File: src/rtl/fpa_share_arbiter.sv
// Round-robin arbiter sharing one pipelined FP add/sub unit between two requesters.
// A tag pipeline tracks in-flight ownership and steers results into per-requester FIFOs.
module fpa_share_arbiter #(
  parameter int LATENCY = 2,
  parameter int DEPTH   = 4
) (
  input  logic        Clk,
  input  logic        Clear,
  input  logic        Req0_Valid,
  output logic        Req0_Ready,
  input  logic [31:0] Req0_OpA,
  input  logic [31:0] Req0_OpB,
  input  logic        Req0_Sub,
  input  logic [1:0]  Req0_Rm,
  input  logic        Req1_Valid,
  output logic        Req1_Ready,
  input  logic [31:0] Req1_OpA,
  input  logic [31:0] Req1_OpB,
  input  logic        Req1_Sub,
  input  logic [1:0]  Req1_Rm,
  output logic [31:0] Fpa_OpA,
  output logic [31:0] Fpa_OpB,
  output logic        Fpa_Sub_Signal,
  output logic [1:0]  Fpa_Rm,
  output logic        Fpa_Value_In,
  input  logic [31:0] Fpa_Result,
  input  logic        Fpa_Value_Out,
  output logic        Rsp0_Valid,
  input  logic        Rsp0_Ready,
  output logic [31:0] Rsp0_Data,
  output logic        Rsp1_Valid,
  input  logic        Rsp1_Ready,
  output logic [31:0] Rsp1_Data,
  output logic        Busy,
  output logic        Err
);

  localparam int AW = (DEPTH > 1) ? $clog2(DEPTH) : 1;
  localparam int CW = $clog2(DEPTH + 1);
  localparam logic [CW-1:0] CREDIT_MAX = CW'(DEPTH);
  localparam logic [CW-1:0] CREDIT_ONE = CW'(1);
  localparam logic [AW:0]   PTR_ONE    = (AW + 1)'(1);

  logic [1:0]         w_reqValid;
  logic [1:0]         w_rspReady;
  logic [1:0]         w_elig;
  logic [1:0]         w_grant;
  logic [1:0]         w_rspValid;
  logic [1:0]         w_full;
  logic [1:0]         w_push;
  logic [1:0]         w_pop;
  logic               w_handshake;
  logic               w_retValid;
  logic               w_retOwner;

  logic [CW-1:0]      r_credit [2];
  logic               r_last;
  logic [31:0]        r_opA;
  logic [31:0]        r_opB;
  logic               r_sub;
  logic [1:0]         r_rm;
  logic               r_issueValid;
  logic               r_issueOwner;
  logic [LATENCY-1:0] r_tagValid;
  logic [LATENCY-1:0] r_tagOwner;
  logic [31:0]        r_mem [2][DEPTH];
  logic [AW:0]        r_wptr [2];
  logic [AW:0]        r_rptr [2];
  logic               r_err;

  assign w_reqValid = {Req1_Valid, Req0_Valid};
  assign w_rspReady = {Rsp1_Ready, Rsp0_Ready};
  assign w_retValid = r_tagValid[LATENCY-1];
  assign w_retOwner = r_tagOwner[LATENCY-1];

  for (genvar g = 0; g < 2; g++) begin : g_req
    assign w_elig[g]     = w_reqValid[g] && (r_credit[g] < CREDIT_MAX);
    assign w_rspValid[g] = (r_wptr[g] != r_rptr[g]);
    assign w_full[g]     = (r_wptr[g][AW] != r_rptr[g][AW]) &&
                           (r_wptr[g][AW-1:0] == r_rptr[g][AW-1:0]);
    assign w_pop[g]      = w_rspValid[g] && w_rspReady[g];
    assign w_push[g]     = w_retValid && (w_retOwner == 1'(g)) && !w_full[g];
  end

  // On a tie the requester opposite the last winner takes the adder.
  assign w_grant[0]  = w_elig[0] && (!w_elig[1] || r_last);
  assign w_grant[1]  = w_elig[1] && (!w_elig[0] || !r_last);
  assign w_handshake = |w_grant;

  assign Req0_Ready = w_grant[0];
  assign Req1_Ready = w_grant[1];

  always_ff @(posedge Clk or posedge Clear) begin
    if (Clear) begin
      r_issueValid <= 1'b0;
      r_issueOwner <= 1'b0;
      r_last       <= 1'b1;
      r_opA        <= '0;
      r_opB        <= '0;
      r_sub        <= 1'b0;
      r_rm         <= '0;
    end else begin
      r_issueValid <= w_handshake;
      if (w_handshake) begin
        r_issueOwner <= w_grant[1];
        r_last       <= w_grant[1];
        r_opA        <= w_grant[1] ? Req1_OpA : Req0_OpA;
        r_opB        <= w_grant[1] ? Req1_OpB : Req0_OpB;
        r_sub        <= w_grant[1] ? Req1_Sub : Req0_Sub;
        r_rm         <= w_grant[1] ? Req1_Rm  : Req0_Rm;
      end
    end
  end

  // Stage k of the tag pipe lines up with the adder's k-th pipeline stage.
  always_ff @(posedge Clk or posedge Clear) begin
    if (Clear) begin
      r_tagValid <= '0;
      r_tagOwner <= '0;
    end else begin
      r_tagValid[0] <= r_issueValid;
      r_tagOwner[0] <= r_issueOwner;
      for (int k = 1; k < LATENCY; k++) begin
        r_tagValid[k] <= r_tagValid[k-1];
        r_tagOwner[k] <= r_tagOwner[k-1];
      end
    end
  end

  always_ff @(posedge Clk or posedge Clear) begin
    if (Clear) begin
      for (int i = 0; i < 2; i++) begin
        r_wptr[i]   <= '0;
        r_rptr[i]   <= '0;
        r_credit[i] <= '0;
        for (int j = 0; j < DEPTH; j++) begin
          r_mem[i][j] <= '0;
        end
      end
    end else begin
      for (int i = 0; i < 2; i++) begin
        if (w_push[i]) begin
          r_mem[i][r_wptr[i][AW-1:0]] <= Fpa_Result;
          r_wptr[i]                   <= r_wptr[i] + PTR_ONE;
        end
        if (w_pop[i]) begin
          r_rptr[i] <= r_rptr[i] + PTR_ONE;
        end
        case ({w_grant[i], w_pop[i]})
          2'b10:   r_credit[i] <= r_credit[i] + CREDIT_ONE;
          2'b01:   r_credit[i] <= r_credit[i] - CREDIT_ONE;
          default: r_credit[i] <= r_credit[i];
        endcase
      end
    end
  end

  always_ff @(posedge Clk or posedge Clear) begin
    if (Clear) begin
      r_err <= 1'b0;
    end else begin
      r_err <= r_err | (Fpa_Value_Out != w_retValid) | (w_retValid && w_full[w_retOwner]);
    end
  end

  assign Fpa_OpA        = r_opA;
  assign Fpa_OpB        = r_opB;
  assign Fpa_Sub_Signal = r_sub;
  assign Fpa_Rm         = r_rm;
  assign Fpa_Value_In   = r_issueValid;

  assign Rsp0_Valid = w_rspValid[0];
  assign Rsp1_Valid = w_rspValid[1];
  assign Rsp0_Data  = r_mem[0][r_rptr[0][AW-1:0]];
  assign Rsp1_Data  = r_mem[1][r_rptr[1][AW-1:0]];

  assign Busy = (|r_tagValid) | r_issueValid | (|w_rspValid);
  assign Err  = r_err;

endmodule
File: config.mk
export PLATFORM = sky130hd
export DESIGN_NAME = fpa_share_arbiter
export DESIGN_NICKNAME = d
export VERILOG_FILES = /design/src/rtl/fpa_share_arbiter.sv
export SDC_FILE = /design/constraint.sdc
export NUM_CORES = 1
export LEC_CHECK = 0
export CAP_MARGIN = 20
export CORE_MARGIN = 4
export CORE_UTILIZATION = 50
export CTS_BUF_LIST = sky130_fd_sc_hd__clkbuf_16
export CTS_CLUSTER_DIAMETER = 100
export DETAILED_ROUTE_END_ITERATION = 7
export PLACE_DENSITY = 0.86
export SYNTH_ARGS = -nofsm -noshare
export SYNTH_HDL_FRONTEND = slang
export SYNTH_SLANG_ARGS = --single-unit
File: constraint.sdc
create_clock -name Clk -period 29.4 [get_ports Clk]
set_clock_uncertainty 0.2 [all_clocks]
set_input_delay 5.88 -clock Clk [delete_from_list [all_inputs] [get_ports Clk]]
set_output_delay 5.88 -clock Clk [all_outputs]
set_load 0.01 [all_outputs]
# --- Yosys cells after proc, flatten, opt, wreduce, memory -nomap -nowiden ---
# Cells that the tools add are included.
word_totals:
  ff_bits: 349
  input_bits: 173
  elab_cells: 108
classes:
  add_sub_neg: 8
  magnitude_cmp: 9
  eq_ne: 11
  mux: 20
  bitwise_logic: 9
  n_reduce_logical: 27
op_table:
  columns: ["operator", "n"]
  rows:
  - ["$bwmux 128", 2]
  - ["$mux 32", 8]
  - ["$bmux 32 s2", 2]
  - ["$demux 32 s2", 2]
  - ["$add 3x1->3 const B", 6]
  - ["$logic_and 1x1->1", 15]
  - ["$ge 3x3->1 const B", 4]
  - ["$not 2->3", 4]
  - ["$pmux 3 s2", 2]
  - ["$lt 3x1->1 const B", 2]
  - ["$lt 3x3->1 const B", 2]
  - ["$ne 3x3->1", 2]
  - ["$reduce_or 2->1", 3]
  - ["$sub 3x1->3 const B", 2]
  - ["$logic_not 1->1", 5]
  - ["$eq 2x1->1 const B", 2]
  - ["$eq 2x2->1", 2]
  - ["$eq 2x2->1 const B", 2]
  - ["$or 1x1->1", 4]
  - ["$reduce_bool 2->1", 2]
  - ["$mux 1", 3]
  - ["$ne 1x1->1", 3]
  - ["$logic_or 1x1->1", 2]
  - ["$lt 1x2->1 const B", 1]
  - ["2 further kinds", 2]

# --- Logic depth before layout (Yosys ltp) ---
# Gate-level depths: netlist of the first run.
depth:
  ltp_word: 7
  ltp_mapped: 9
  depth_no_buf: 8

# --- Worst setup path after synthesis of the first run ---
# OpenSTA, ideal clock, no wires.
synth_path:
  kind: "input-to-output"
  from: "in Req1_Valid"
  to: "out Req0_Ready"
  t_arrival_ps: 6776
  required_ps: 23320
  slack_ps: 16544
  stages: 5
  path_cell_list: "nor3b_1 or2_2 clkbuf_1 clkbuf_1 inv_1"
synth_between:
  elab_chain_cells: 4
synth_rtl:
  columns: ["item", "line", "text"]
  rows:
  - ["start, declared", "15", "input logic Req1_Valid,"]
  - ["$logic_and 1x1->1", "77", "assign w_elig[g] = w_reqValid[g] && (r_credit[g] < CREDIT_MAX);"]
  - ["$logic_not 1->1", "86", "assign w_grant[0] = w_elig[0] && (!w_elig[1] || r_last);"]
  - ["$logic_or 1x1->1", "86", null]
  - ["$logic_and 1x1->1", "86", null]
  - ["end, declared", "10", "output logic Req0_Ready,"]
# Every way passes these cells.

# --- Worst setup path in the final report of the first run ---
layout_path:
  from: "in Req0_Valid"
  to: "out Req1_Ready"
layout_between:
  elab_chain_cells: 4
layout_rtl:
  columns: ["item", "line", "text"]
  rows:
  - ["start, declared", "9", "input logic Req0_Valid,"]
  - ["$logic_and 1x1->1", "77", null]
  - ["$logic_not 1->1", "87", "assign w_grant[1] = w_elig[1] && (!w_elig[0] || !r_last);"]
  - ["$logic_or 1x1->1", "87", null]
  - ["$logic_and 1x1->1", "87", null]
  - ["end, declared", "16", "output logic Req1_Ready,"]
# Every way passes these cells.

==> summary.md, run 1 <==
| Metric | Value |
|---|---|
| Via count | 9,993 |
| Final critical-path share of the clock period | 0.467 |
| Die W | 190 um |
| Min Hold Slack | 154 ps |
| F_max | 72.9 MHz |
| Yosys reg bits | 349 |
| Post-CTS resize count | 0 |
| Vias per cell | 5.74 |
| Leak pwr | 9.41 nW |
| Power Total | 2.70 mW |
| Critical path's top delay family | buffers and inverters |
| CP startpoint kind | input pin |
| Post-place setup slack | 15,700 ps |
| Worst-skew pair later-pin latency | 530 ps |
| RSZ-0062 raised after global routing | false |
| Slowest cell on crit path | clkdlybuf4s50_1 |
| CP Capture Type | output port |
| Remaining DRCs | 0 |
| CTS HTree Levels | 2 |
| Slowest cell delay on critical path | 510 ps |
| Die area | 36,100 um2 |
| Final setup fails | 0 |
| Yosys top cell area share | 0.526 |
| Post-CTS Setup Bufs | 0 |
| Avg Cell Area, Syn | 17.2 um2 |
| WP buf/inv | 3 |
| Drt total wl | 42.9 mm |
| Worst-path fanout max | 68 |
| Pwr per Cell Area | 127 nW/um2 |
| Share of cells above drive strength 1 | 0.383 |
| Root buf cell | clkbuf_16 |
| Setup ws final | 15,680 ps |
| Pin count of the biggest net entering global routing | 114 |
| Clock Pin Slew Worst Setup and Hold Paths | 60 ps |
| Normalized max-slew margin | 0.253 |
| Syn Nets | 1,151 |
| P&R area growth vs syn | 28.8% |
| Die Y | 190 um |
| Overflow after GRT | 0 |
| Status | completed |
| CTS tree | built |
| CP arrival | 7650 ps |
| Setup TNS | 0 ps |
| Port-buffer cells | 310 |
| IO Count | 311 |
| Cell mode on critical path | clkdlybuf4s50_1 |
| Synth Warn # | 0 |
| CP required | 23,320 ps |
| Mapped Area | 16,500 um2 |
| First-pass GRT wire length | 66.8 mm |
| Min cycle time layout | 13,720 ps |
| Post-DP HPWL | 27.1 mm |
| RePlAce Congestion | 0.862 |
| Critical path class | input pin to output port |
| CTS hold repair buffers | 0 |
| Synth cell types | 38 |
| Total track usage | 0.237 |
| Core area | 32,600 um2 |
| Routed wire per std cell | 24.6 um |
| Slew @ Worst Pin | 1120 ps |
| First-iteration detailed-routing DRC count | 564 |
| Top post-synthesis cells by area | dfrtp_1 (53%), mux2_4 (22%), mux4_2 (8.7%) |
| Final slew viol count | 0 |
| Drt pass-1 iters | 7 |
| Nets | 1,451 |
| Cells after synthesis | 964 |
| Layout Utilization | 0.653 |
| Max Cap Viol | 0 |
| Num CTS Buffers | 39 |
| Antenna-violating nets left | 0 |
| Biggest area consumer among synthesized cells | dfrtp_1 |
| Clock Path Buffers | 3 |
| Clk sink count | 349 |
| Maximum VDD drop | 0.0000637 V |
| Critical path cell sequence | clkdlybuf4s50_1 > and3b_2 > buf_4 > nor2_1 > clkdlybuf4s50_1 |
| Number of global-route vias before repair | 11,200 |
| Antenna violations before repair | 7 |
| Row Count | 66 |
| Sequential fraction of the synthesis area | 0.528 |
| Starting Density | 0.507 |
| Final hold vios | 0 |
| Hold/Removal Path Class | flip-flop to flip-flop |
registers in the layout (all words and copies together), names as in the netlist:
name / count
Err: 1
Fpa_OpA: 32
Fpa_OpB: 32
Fpa_Rm: 2
Fpa_Sub_Signal: 1
Fpa_Value_In: 1
r_credit: 6
r_issueOwner: 1
r_last: 1
r_mem: 256
r_rptr: 6
r_tagOwner: 2
r_tagValid: 2
r_wptr: 6
final timing paths:
check	from	endpoint	slack (ps)	cells after the start
min reg2reg	r_tagOwner[0]	r_tagOwner[1]	150	0
min in group asynchronous	Clear	Fpa_OpA[4]	5710	2
max reg2reg	r_rptr[4]	r_credit[5]	25850	8
max in group asynchronous	Clear	r_mem[141]	21790	3
max	Req0_Valid	Req1_Ready	15680	5
min	r_tagOwner[0]	r_tagOwner[1]	150	0
layout make-up:
cell class | count | area [um2]
antenna | 7 | 17.5
timing repair buffer | 329 | 3270
clock buffer | 39 | 976
multi-input combinational | 536 | 7310
fill | 2232 | 11300
sequential | 349 | 8740
tap | 442 | 553
clock inverter | 31 | 399
inverter | 9 | 41.3
per-layer routing:
layer,GRT usage,vias to the layer above,routed length (um)
met5,0,-,13
met4,0.0993,2,1570
met3,0.0561,76,2760
met2,0.402,360,21600
met1,0.294,5282,17000
li1,-,4273,-
logic make-up (layout without fill, tap and decap cells):
logic type      Yosys count  after routing  share of synthesized area
flops                   349            349                      0.528
mux                     326            326                      0.320
simple gates             89             89                     0.0327
compound gates           83             83                     0.0623
buf+inv                  79            408                     0.0306
xor+xnor                 24             24                     0.0154
fa+ha+maj                14             14                     0.0115
other cells               0              7                          0
cell usage in the layout (no fill, tap or decap), types with 2 or more instances in the layout:
| master | synthesis | final |
|---|---|---|
| mux2_4 | 238 | 238 |
| clkbuf_16 | 0 | 39 |
| inv_1 | 9 | 16 |
| xnor2_2 | 2 | 2 |
| mux4_2 | 64 | 64 |
| o31ai_1 | 2 | 2 |
| dfrtp_1 | 348 | 344 |
| inv_6 | 0 | 5 |
| dfrtp_2 | 0 | 4 |
| ha_1 | 12 | 12 |
| clkinv_4 | 0 | 2 |
| o311ai_4 | 8 | 8 |
| xnor2_1 | 14 | 14 |
| xor2_1 | 4 | 4 |
| clkinv_1 | 0 | 4 |
| nor2_1 | 4 | 4 |
| mux2_2 | 24 | 24 |
| nand2_1 | 4 | 3 |
| buf_4 | 3 | 18 |
| or3_1 | 70 | 70 |
| fa_1 | 2 | 2 |
| o311ai_0 | 2 | 2 |
| bufinv_16 | 0 | 9 |
| clkdlybuf4s50_1 | 0 | 310 |
| diode_2 | 0 | 7 |
| o221a_2 | 67 | 67 |
| xor2_2 | 4 | 4 |
| clkinvlp_4 | 0 | 3 |
per-stage QoR:
stage / area (um2) / std cells
final: 21300 / 1742
after global routing: 21300 / 1741
after CTS: 21300 / 1734
after detailed placement: 19900 / 1664
after global placement: 19900 / 1664
after floorplan: 16500 / 964
where the power goes:
| part | switching, mW | total, mW | internal (mW) | leakage, nW |
|---|---|---|---|---|
| combinational | 0.474 | 1.27 | 0.792 | 4.71 |
| clock | 0.200 | 0.523 | 0.323 | 0.688 |
| sequential | 0.183 | 0.913 | 0.730 | 4.02 |
| total | 0.857 | 2.70 | 1.84 | 9.41 |
synth_stat cells (all sizes together):
| cell type | count |
|---|---|
| dfrtp | 348 |
| mux2 | 262 |
| or3 | 70 |
| o221a | 67 |
| mux4 | 64 |
| buf | 38 |
| clkbuf | 32 |
| xnor2 | 16 |
| ha | 12 |
| o311ai | 10 |
| inv | 9 |
| xor2 | 8 |
| nand2 | 4 |
| nor2 | 4 |
| fa | 2 |
| nand2b | 2 |
| o31a | 2 |
| o31ai | 2 |
| a21o | 1 |
| a31oi | 1 |
| and2 | 1 |
| and2b | 1 |
| and3b | 1 |
| dfstp | 1 |
| nand3 | 1 |
| nand4 | 1 |
| nor3 | 1 |
| nor3b | 1 |
| or2 | 1 |
| or4 | 1 |
Power figures use the tool's default switching activity.
==> run 2, diff against run 1 <==
Clock period 29.4 ns to 12.9 ns, I/O delays scaled along.
==> summary.md, run 2 (synthesized netlist as in run 1, its figures left out) <==
| Metric | Value |
|---|---|
| Status | completed |
| Clock Path Buffers | 3 |
| Num CTS Buffers | 39 |
| Min Hold Slack | 150 ps |
| Row Count | 66 |
| CP Capture Type | output port |
| Min cycle time layout | 6950 ps |
| WP buf/inv | 3 |
| Most frequent cells in the layout | dfrtp_1 (344), clkdlybuf4s50_1 (310), mux2_4 (238) |
| Leak pwr | 9.35 nW |
| CTS HTree Levels | 2 |
| Total track usage | 0.233 |
| Clock Pin Slew Worst Setup and Hold Paths | 60 ps |
| Critical path class | input pin to output port |
| Clock power share | 0.174 |
| Share of cells above drive strength 1 | 0.375 |
| Vias per cell | 5.68 |
| Normalized max-slew margin | 0.234 |
| Critical path cell sequence | clkdlybuf4s50_1 > nand2b_1 > or2_2 > inv_1 > clkdlybuf4s50_1 |
| Post-DP HPWL | 27.0 mm |
| Clk sink count | 349 |
| Worst-skew pair later-pin latency | 520 ps |
| Post-place setup slack | 5450 ps |
| Pwr per Cell Area | 284 nW/um2 |
| Switching power | 1.93 mW |
| Remaining DRCs | 0 |
| Slowest cell delay on critical path | 560 ps |
| Routed wire per std cell | 24.4 um |
| Final critical-path share of the clock period | 0.539 |
| Max Cap Viol | 0 |
| Commonest non-fill, non-tap cell in the layout | dfrtp_1 |
| CP required | 10,120 ps |
| Die W | 190 um |
| First-pass GRT wire length | 65.4 mm |
| Starting Density | 0.507 |
| Port-buffer cells | 310 |
| Final setup fails | 0 |
| Root buf cell | clkbuf_16 |
| Pin count of the biggest net entering global routing | 175 |
| Antenna violations before repair | 4 |
| Combinational fraction of design power | 0.480 |
| F_max | 144 MHz |
| Post-CTS Setup Bufs | 0 |
| Layout Utilization | 0.648 |
| Final hold vios | 0 |
| RePlAce Congestion | 0.887 |
| Setup ws final | 5950 ps |
| Sw frac | 0.322 |
| Nets | 1,449 |
| IO Count | 311 |
| Die Y | 190 um |
| Critical path's top delay family | buffers and inverters |
| Slew @ Worst Pin | 1150 ps |
| Max reg flops | 256 |
| Die area | 36,100 um2 |
| Number of global-route vias before repair | 11,000 |
| Largest Register | r_mem |
| First-iteration detailed-routing DRC count | 538 |
| Cell mode on critical path | clkdlybuf4s50_1 |
| Post-DP Area | 19,900 um2 |
| Setup TNS | 0 ps |
| CP arrival | 4170 ps |
| Final slew viol count | 0 |
| Part of the power in registers | 0.346 |
| Slowest cell on crit path | clkdlybuf4s50_1 |
| CTS tree | built |
| Drt pass-1 iters | 5 |
| Core area | 32,600 um2 |
| Int Pwr | 4.07 mW |
| Finished Cell Area | 21,100 um2 |
| CP startpoint kind | input pin |
| Maximum VDD drop | 0.000125 V |
| Via count | 9,861 |
| RSZ-0062 raised after global routing | false |
| Drt total wl | 42.4 mm |
| Post-CTS resize count | 0 |
| P&R area growth vs syn | 27.7% |
| Hold/Removal Path Class | flip-flop to flip-flop |
| Overflow after GRT | 0 |
| Worst-path fanout max | 4 |
| Antenna-violating nets left | 0 |
| CTS hold repair buffers | 0 |
==> run 2: cell count changes in the layout (fill, tap and decap cells not counted), moves of 4 or more <==
cell / before / now
clkinv_2: 0 / 4
inv_6: 5 / 1
bufinv_16: 9 / 2
diode_2: 7 / 3
buf_4: 18 / 14
clkinv_1: 4 / 10
==> run 2: power by group through the flow <==
stage | Clock (mW) | Combinational [mW] | Sequential (mW)
floorplan | 0 | 1.91 | 1.96
global placement | 0 | 2.83 | 2.04
detailed placement | 0 | 2.90 | 2.07
CTS | 1.07 | 2.91 | 2.07
global route | 1.11 | 3.05 | 2.14
finish | 1.04 | 2.88 | 2.08
==> run 2: final timing paths <==
| path | from | endpoint | slack [ps] | depth (start not counted) |
|---|---|---|---|---|
| worst max-delay path | Req0_Valid | Req0_Ready | 5950 | 5 |
| worst min-delay path | r_tagOwner[0] | r_tagOwner[1] | 150 | 0 |
| worst max register to register | r_rptr[1] | r_credit[2] | 9310 | 8 |
| worst min register to register | r_tagOwner[0] | r_tagOwner[1] | 150 | 0 |
| max in group asynchronous | Clear | r_mem[106] | 8070 | 5 |
| min in group asynchronous | Clear | Fpa_OpA[6] | 2350 | 2 |
==> run 2: layout make-up <==
cell class | count | area [um2]
repair buffers | 327 | 3280
clock inverters | 31 | 199
diodes | 3 | 7.51
clock buffers | 40 | 1000
fillers | 2242 | 11500
multi-input cells | 536 | 7310
flip-flops and latches | 349 | 8740
inverters | 9 | 41.3
well taps | 442 | 553
==> run 2: stage by stage <==
| step | total power [mW] | instances |
|---|---|---|
| floorplan | 3.86 | 964 |
| global placement | 4.86 | 1661 |
| detailed placement | 4.97 | 1661 |
| CTS | 6.05 | 1732 |
| global route | 6.30 | 1737 |
| finish | 6.00 | 1737 |
==> run 2: routing by layer <==
| metal | wire [um] | track usage |
|---|---|---|
| met1 | 16800 | 0.290 |
| met2 | 21700 | 0.408 |
| met3 | 2480 | 0.0495 |
| met4 | 1370 | 0.0760 |
| met5 | 0 | 0 |
==> run 2: worst reg2reg max path, cell delays in order, from the launching register on <==
cell and delay (ps):
dfrtp_2 1090, xor2_2 400, o31ai_1 650, inv_1 110, ha_1 260, fa_1 390
xnor2_1 140, nor2_1 110, xor2_1 160
